--- src/rtl/fetch_pkg.sv ---
// fetch_pkg: shared types and constants for the instruction-fetch stage.
//   fetch_state_t : fetch FSM states (RUN, DROP)
//   NOP_INSTR     : instruction word used for IF/ID bubbles
//   PC_STEP       : sequential PC increment
//   word_align    : clears the byte-offset bits of an address
package fetch_pkg;

   typedef enum logic {
      RUN  = 1'b0,
      DROP = 1'b1
   } fetch_state_t;

   localparam logic [31:0] NOP_INSTR = 32'h0000_0000;
   localparam logic [31:0] PC_STEP   = 32'd4;

   function automatic logic [31:0] word_align(input logic [31:0] addr);
      return {addr[31:2], 2'b00};
   endfunction

endpackage

--- src/rtl/adder.sv ---
// adder: plain W-bit adder, result wraps modulo 2^W.
//   a, b : operands
//   y    : a + b
module adder #(
   parameter int W = 32
) (
   input  logic [W-1:0] a,
   input  logic [W-1:0] b,
   output logic [W-1:0] y
);

   assign y = a + b;

endmodule

--- src/rtl/if_id_reg.sv ---
// if_id_reg: IF/ID pipeline register.
//   clk, rst_n         : clock, synchronous active-low reset
//   hold               : keep current contents (stall)
//   clear              : load a bubble; wins over hold and load
//   instr_nxt          : fetched instruction word
//   pc_plus4_nxt       : PC+4 of that instruction
//   instr, pc_plus4,
//   valid              : register contents presented to decode
module if_id_reg
   import fetch_pkg::*;
(
   input  logic        clk,
   input  logic        rst_n,
   input  logic        hold,
   input  logic        clear,
   input  logic [31:0] instr_nxt,
   input  logic [31:0] pc_plus4_nxt,
   output logic [31:0] instr,
   output logic [31:0] pc_plus4,
   output logic        valid
);

   always_ff @(posedge clk) begin
      if (!rst_n || clear) begin
         instr    <= NOP_INSTR;
         pc_plus4 <= '0;
         valid    <= 1'b0;
      end else if (!hold) begin
         instr    <= instr_nxt;
         pc_plus4 <= pc_plus4_nxt;
         valid    <= 1'b1;
      end
   end

endmodule

--- src/rtl/fetch_stage.sv ---
// fetch_stage: MIPS instruction-fetch stage. Owns the PC and IF/ID register.
//   clk, rst_n      : clock, synchronous active-low reset
//   imem_req/addr   : fetch request, address = PC
//   imem_ready      : memory accepts request; imem_rdata valid same cycle
//   imem_rdata      : instruction word
//   stall           : hazard-unit stall, holds PC and IF/ID
//   redirect_d      : taken branch/jump resolved in decode
//   redirect_pc_d   : redirect target (low two bits ignored)
//   instr_d, pc_plus4_d, valid_d : IF/ID outputs to decode
module fetch_stage
   import fetch_pkg::*;
#(
   parameter logic [31:0] RESET_PC = 32'h0000_0000
) (
   input  logic        clk,
   input  logic        rst_n,
   output logic        imem_req,
   output logic [31:0] imem_addr,
   input  logic        imem_ready,
   input  logic [31:0] imem_rdata,
   input  logic        stall,
   input  logic        redirect_d,
   input  logic [31:0] redirect_pc_d,
   output logic [31:0] instr_d,
   output logic [31:0] pc_plus4_d,
   output logic        valid_d
);

   logic [31:0]  pc;
   logic [31:0]  pc_plus4;
   logic [31:0]  redir_pc;
   logic [31:0]  target;
   logic         req_en;
   fetch_state_t state;
   logic         acc;
   logic         redir;
   logic         ifid_hold;
   logic         ifid_clr;

   // A ready with no request outstanding (first cycle after reset) is ignored.
   assign acc    = req_en & imem_ready;
   // Decode keeps redirect_d asserted across a stall, so it is acted on later.
   assign redir  = redirect_d & ~stall;
   assign target = word_align(redirect_pc_d);

   assign imem_req  = req_en;
   assign imem_addr = pc;

   adder #(.W(32)) u_pc_add (
      .a (pc),
      .b (PC_STEP),
      .y (pc_plus4)
   );

   // redir implies ~stall, so hold and clear never assert together. Only a
   // RUN-state accept without redirect loads a real instruction.
   assign ifid_hold = stall;
   assign ifid_clr  = ~stall & (redir | (state == DROP) | ~acc);

   always_ff @(posedge clk) begin
      if (!rst_n) begin
         pc       <= RESET_PC;
         req_en   <= 1'b0;
         state    <= RUN;
         redir_pc <= '0;
      end else begin
         req_en <= 1'b1;
         case (state)
            RUN: begin
               if (redir) begin
                  if (acc) begin
                     pc <= target;
                  end else begin
                     // Request still in flight: address must stay put, so
                     // park the target until the stale word is returned.
                     redir_pc <= target;
                     state    <= DROP;
                  end
               end else if (!stall && acc) begin
                  pc <= pc_plus4;
               end
            end
            DROP: begin
               if (acc) begin
                  // Stale word is discarded; a redirect arriving in the same
                  // cycle is newer than the parked one.
                  pc    <= redir ? target : redir_pc;
                  state <= RUN;
               end else if (redir) begin
                  redir_pc <= target;
               end
            end
            default: state <= RUN;
         endcase
      end
   end

   if_id_reg u_if_id (
      .clk          (clk),
      .rst_n        (rst_n),
      .hold         (ifid_hold),
      .clear        (ifid_clr),
      .instr_nxt    (imem_rdata),
      .pc_plus4_nxt (pc_plus4),
      .instr        (instr_d),
      .pc_plus4     (pc_plus4_d),
      .valid        (valid_d)
   );

endmodule

--- config.mk ---
export PLATFORM = sky130hd
export DESIGN_NAME = fetch_stage
export DESIGN_NICKNAME = d
export VERILOG_FILES = /design/src/rtl/fetch_pkg.sv /design/src/rtl/adder.sv /design/src/rtl/if_id_reg.sv /design/src/rtl/fetch_stage.sv
export SDC_FILE = /design/constraint.sdc
export NUM_CORES = 1
export LEC_CHECK = 0
export ABC_AREA = 1
export BUFFER_PORTS_ARGS = -buffer_cell sky130_fd_sc_hd__buf_2
export CAP_MARGIN = 20
export CORE_ASPECT_RATIO = 0.5
export CORE_MARGIN = 2
export CORE_UTILIZATION = 53
export DETAILED_ROUTE_END_ITERATION = 12
export GPL_ROUTABILITY_DRIVEN = 0
export PLACE_DENSITY = 0.82
export SKIP_CTS_REPAIR_TIMING = 1
export SLEW_MARGIN = 40
export SYNTH_ARGS = -nofsm -noshare
export SYNTH_HDL_FRONTEND = slang
export SYNTH_SLANG_ARGS = --single-unit
--- constraint.sdc ---
create_clock -name clk -period 1.7 [get_ports clk]
set_input_delay 0.255 -clock clk [delete_from_list [all_inputs] [get_ports clk]]
set_output_delay 0.255 -clock clk [all_outputs]
set_load 0.02 [all_outputs]
==> implementation parameters <==
Parameter                              Value

Timing
  Number of setup violations in the final report ... 0
  Slew @ Worst Pin ... 0.4506 ns
  RSZ-0062 raised after global routing ... yes
  Worst slew margin relative to its limit ... 0.6986
  Worst hold slack across all endpoints ... 0.08286 ns
  Slew Limit Fails ... 0
  Fmax ... 0.5995 GHz
  Final critical-path share of the clock period ... 0.9811
  Tmin final ... 1.668 ns
  Worst Clk Skew ... 0.01962 ns
  Hold Fails Final Rpt ... 0

Final layout
  P&R area growth vs syn ... 29.56%
  Commonest non-fill, non-tap cells in the layout ... sky130_fd_sc_hd__nand2_1, sky130_fd_sc_hd__buf_2, sky130_fd_sc_hd__a21oi_1
  Most common cell after layout, fill and taps aside ... sky130_fd_sc_hd__nand2_1
  Diode insertion count for antenna repair ... 0
  Layout cells sized above 1 ... 0.2883
  End-of-flow core utilization ... 0.7105
  Net count reported at finish ... 1,212

Pwr
  Maximum ir drop on the vdd rail ... 0.0004380 V
  Leak ... 4.041 nW
  Cell area power density ... 969.7 nW/um^2
  Net Sw Frac ... 0.2843
  Total net switching power ... 2.340 mW
  Portion of total power attributed to the clock network ... 0.443
  Logic gate share of total power ... 0.146
  Reg power frac ... 0.411
  Internal cell power ... 5.891 mW

Logic synthesis
  Predominant post-synthesis flop cell ... sky130_fd_sc_hd__dfxtp_1
  YS warnings ... 0
  Proportion of synthesized flip-flops having asynchronous set or reset ... 0
  Largest area contributor in the synthesized netlist ... sky130_fd_sc_hd__dfxtp_1
  Mapped Avg Cell Area ... 6.768 sq um
  Proportion of synthesized chip area in sequential cells ... 0.4003
  Post-Syn Nets ... 1,038
  Instance count of the mapped netlist ... 968
  Post-synthesis cell type count ... 35
  Total of flip-flops plus latches after synthesis ... 131
  Ranking of synthesized cells by area ... sky130_fd_sc_hd__dfxtp_1, sky130_fd_sc_hd__nand2_1, sky130_fd_sc_hd__a21oi_1
  Number of flops mapped to enable cells by yosys ... 0
  Cell area after synthesis ... 6551 sq um
  Share of Yosys cell area claimed by the top area cell type ... 0.4003

Clock network
  Clock latency on the worst-skew pair ... 0.42 ns
  CTS tree ... done
  Library cell used as clock root buffer ... sky130_fd_sc_hd__clkbuf_16
  Clock buffers created by TritonCTS ... 17
  Clock slew seen by the registers of the worst setup and hold paths ... 0.06 ns
  Maximum buffer depth of the clock tree ... 2
  H-tree levels ... 4
  Number of sinks on the clock net ... 131

Global routing
  Global-route wire length before repair ... 29.49 mm
  Global-route total usage across every layer ... 0.2857
  Number of global-route vias before repair ... 5,915
  Sum of overflow across all layers after global routing ... 0
  Pin count of the biggest net entering global routing ... 84
  Initial antenna violation count ... 0

Routing
  Post-route ant nets ... 0
  Final routed wirelength across all metal layers ... 20.22 mm
  Routed wire length per instance ... 15.32 um
  DRT Pass-1 Iters ... 6
  Drt drc ... 0
  Total via count in the routed design ... 7,169
  Number of DRC violations after detailed-routing iteration 0 ... 733
  Via density ... 5.431

Setup path
  Worst reg2reg startpoint ... imem_addr[3]
  Worst Path Arrival ... 2.01 ns
  Crit. End Element ... flop
  Required time of the critical path ... 2.04 ns
  R2R depth ... 11
  Critical-path maximum fanout ... 3
  Category of the critical setup timing path ... flop to flop
  Type of element launching the critical path ... flop
  Critical R2R Capture ... imem_addr[15]
  Setup slack of the most critical reg-to-reg path ... 0.03 ns

Job
  Max Cap Viol ... 0

Die
  Effective utilization at floorplan ... 0.5484
  Die boundary width ... 161.2 um
  Total I/O pin count ... 167
  Die height ... 82.62 um
  Placeable core region ... 11,950 sq um
  Row Count ... 28
  Die area ... 13,320 sq um

Place
  Detailed-placement wirelength estimate ... 13.78 mm
  Number of port buffers ... 164

Worst hold path
  Source of the worst hold timing path ... imem_rdata[23]
  Min-delay worst type ... input pin to flop
  Worst hold path depth ... 3
  Terminating pin of the worst hold path ... u_if_id.instr[23]

Outcome
  Outcome ... finished, final reports clean
-- worst max-delay path: stages (launching register included) --
cell and delay (ns):
sky130_fd_sc_hd__dfxtp_4 0.36, sky130_fd_sc_hd__buf_6 0.11, sky130_fd_sc_hd__nand2_4 0.06, sky130_fd_sc_hd__nor2_8 0.17
sky130_fd_sc_hd__nand2_4 0.08, sky130_fd_sc_hd__nor2_4 0.13, sky130_fd_sc_hd__buf_12 0.13, sky130_fd_sc_hd__xor2_4 0.20
sky130_fd_sc_hd__nand2_1 0.08, sky130_fd_sc_hd__nand2_1 0.07, sky130_fd_sc_hd__nand2_1 0.05, sky130_fd_sc_hd__a21oi_1 0.16
-- through the flow --
step	cells	TNS, ns	worst slack [ns]	cell area, sq um	power [mW]
2_1_floorplan	968	0	0.03914	6551	4.113
3_3_place_gp	1282	0	0.05533	7707	4.549
3_5_place_dp	1282	0	0.0005816	7707	4.579
4_1_cts	1314	-0.03441	-0.01771	8299	8.204
5_1_grt	1320	-0.1481	-0.05520	8488	8.511
6_report	1320	0	0.03207	8488	8.231
-- area by class of cell --
| cell class | count | area, sq um |
|---|---|---|
| Clock buffer | 18 | 439.2 |
| Clock inverter | 14 | 152.6 |
| Fill cell | 924 | 3458 |
| Inverter | 72 | 270.3 |
| Multi-Input combinational cell | 706 | 3460 |
| Sequential cell | 131 | 2656 |
| Tap cell | 165 | 206.4 |
| Timing Repair Buffer | 214 | 1304 |
-- routing by layer --
metal	vias to the layer above	global-route usage	wire length, um
li1	3467	-	-
met1	3268	0.3889	8612
met2	407	0.4330	8784
met3	27	0.08941	2559
met4	0	0.09732	265
met5	-	0	0
-- sequential cells by signal, summed over array words and instances, names as in the netlist --
signal            cells
imem_addr            32
imem_req              1
redir_pc             32
state                 1
u_if_id.instr        32
u_if_id.pc_plus4     32
u_if_id.valid         1
-- power groups by stage --
stage                     Clock (mW)  Sequential [mW]  Combinational, mW
after CTS                       3.68             3.36               1.16
after floorplan                    0             3.54              0.573
final                           3.64             3.38               1.20
after detailed placement           0             3.43               1.15
after global routing            3.81             3.40               1.31
after global placement             0             3.42               1.12
-- cell families (layout without fill, tap and decap cells) --
| group | after synthesis | after routing | synth area share |
|---|---|---|---|
| XOR/XNOR | 15 | 15 | 0.02464 |
| AO/OA/AOI/OAI | 258 | 258 | 0.2038 |
| AND/OR/NAND/NOR | 432 | 432 | 0.2836 |
| flip-flops | 131 | 131 | 0.4003 |
| buffers and inverters | 131 | 318 | 0.08575 |
| adder cells (fa/ha/maj) | 1 | 1 | 0.001910 |
-- worst max path at each step --
| stage | end | cells after the start | from | slack [ns] |
|---|---|---|---|---|
| global placement | imem_addr[12] | 10 | imem_addr[2] | 0.06 |
| detailed placement | imem_addr[18] | 10 | imem_addr[2] | 0.0006 |
| CTS | imem_addr[15] | 9 | imem_addr[13] | -0.02 |
| finish | imem_addr[15] | 11 | imem_addr[3] | 0.03 |
| floorplan | imem_addr[18] | 10 | imem_addr[3] | 0.04 |
| global route | imem_addr[15] | 11 | imem_addr[3] | -0.06 |
-- Yosys cell counts (2+ instances only) --
library cell and n:
sky130_fd_sc_hd__clkbuf_1 34, sky130_fd_sc_hd__a21oi_2 4, sky130_fd_sc_hd__o21ai_1 14, sky130_fd_sc_hd__and2_1 2, sky130_fd_sc_hd__nand2_1 287, sky130_fd_sc_hd__dfxtp_1 131
sky130_fd_sc_hd__nand3_1 14, sky130_fd_sc_hd__nor2_2 4, sky130_fd_sc_hd__nand3b_1 7, sky130_fd_sc_hd__xor2_2 4, sky130_fd_sc_hd__nor3_1 2, sky130_fd_sc_hd__nand2_4 2
sky130_fd_sc_hd__xor2_1 8, sky130_fd_sc_hd__buf_4 4, sky130_fd_sc_hd__inv_1 66, sky130_fd_sc_hd__a31oi_1 11, sky130_fd_sc_hd__inv_2 6, sky130_fd_sc_hd__o31ai_1 2
sky130_fd_sc_hd__buf_2 12, sky130_fd_sc_hd__nor2_1 90, sky130_fd_sc_hd__xnor2_1 3, sky130_fd_sc_hd__buf_6 2, sky130_fd_sc_hd__o211ai_1 4, sky130_fd_sc_hd__nor2_8 3
sky130_fd_sc_hd__buf_1 4, sky130_fd_sc_hd__nor2_4 9, sky130_fd_sc_hd__a21oi_1 146, sky130_fd_sc_hd__nand2_2 10, sky130_fd_sc_hd__o21ai_0 77
Note: power is estimated with default switching activity, not from simulation.
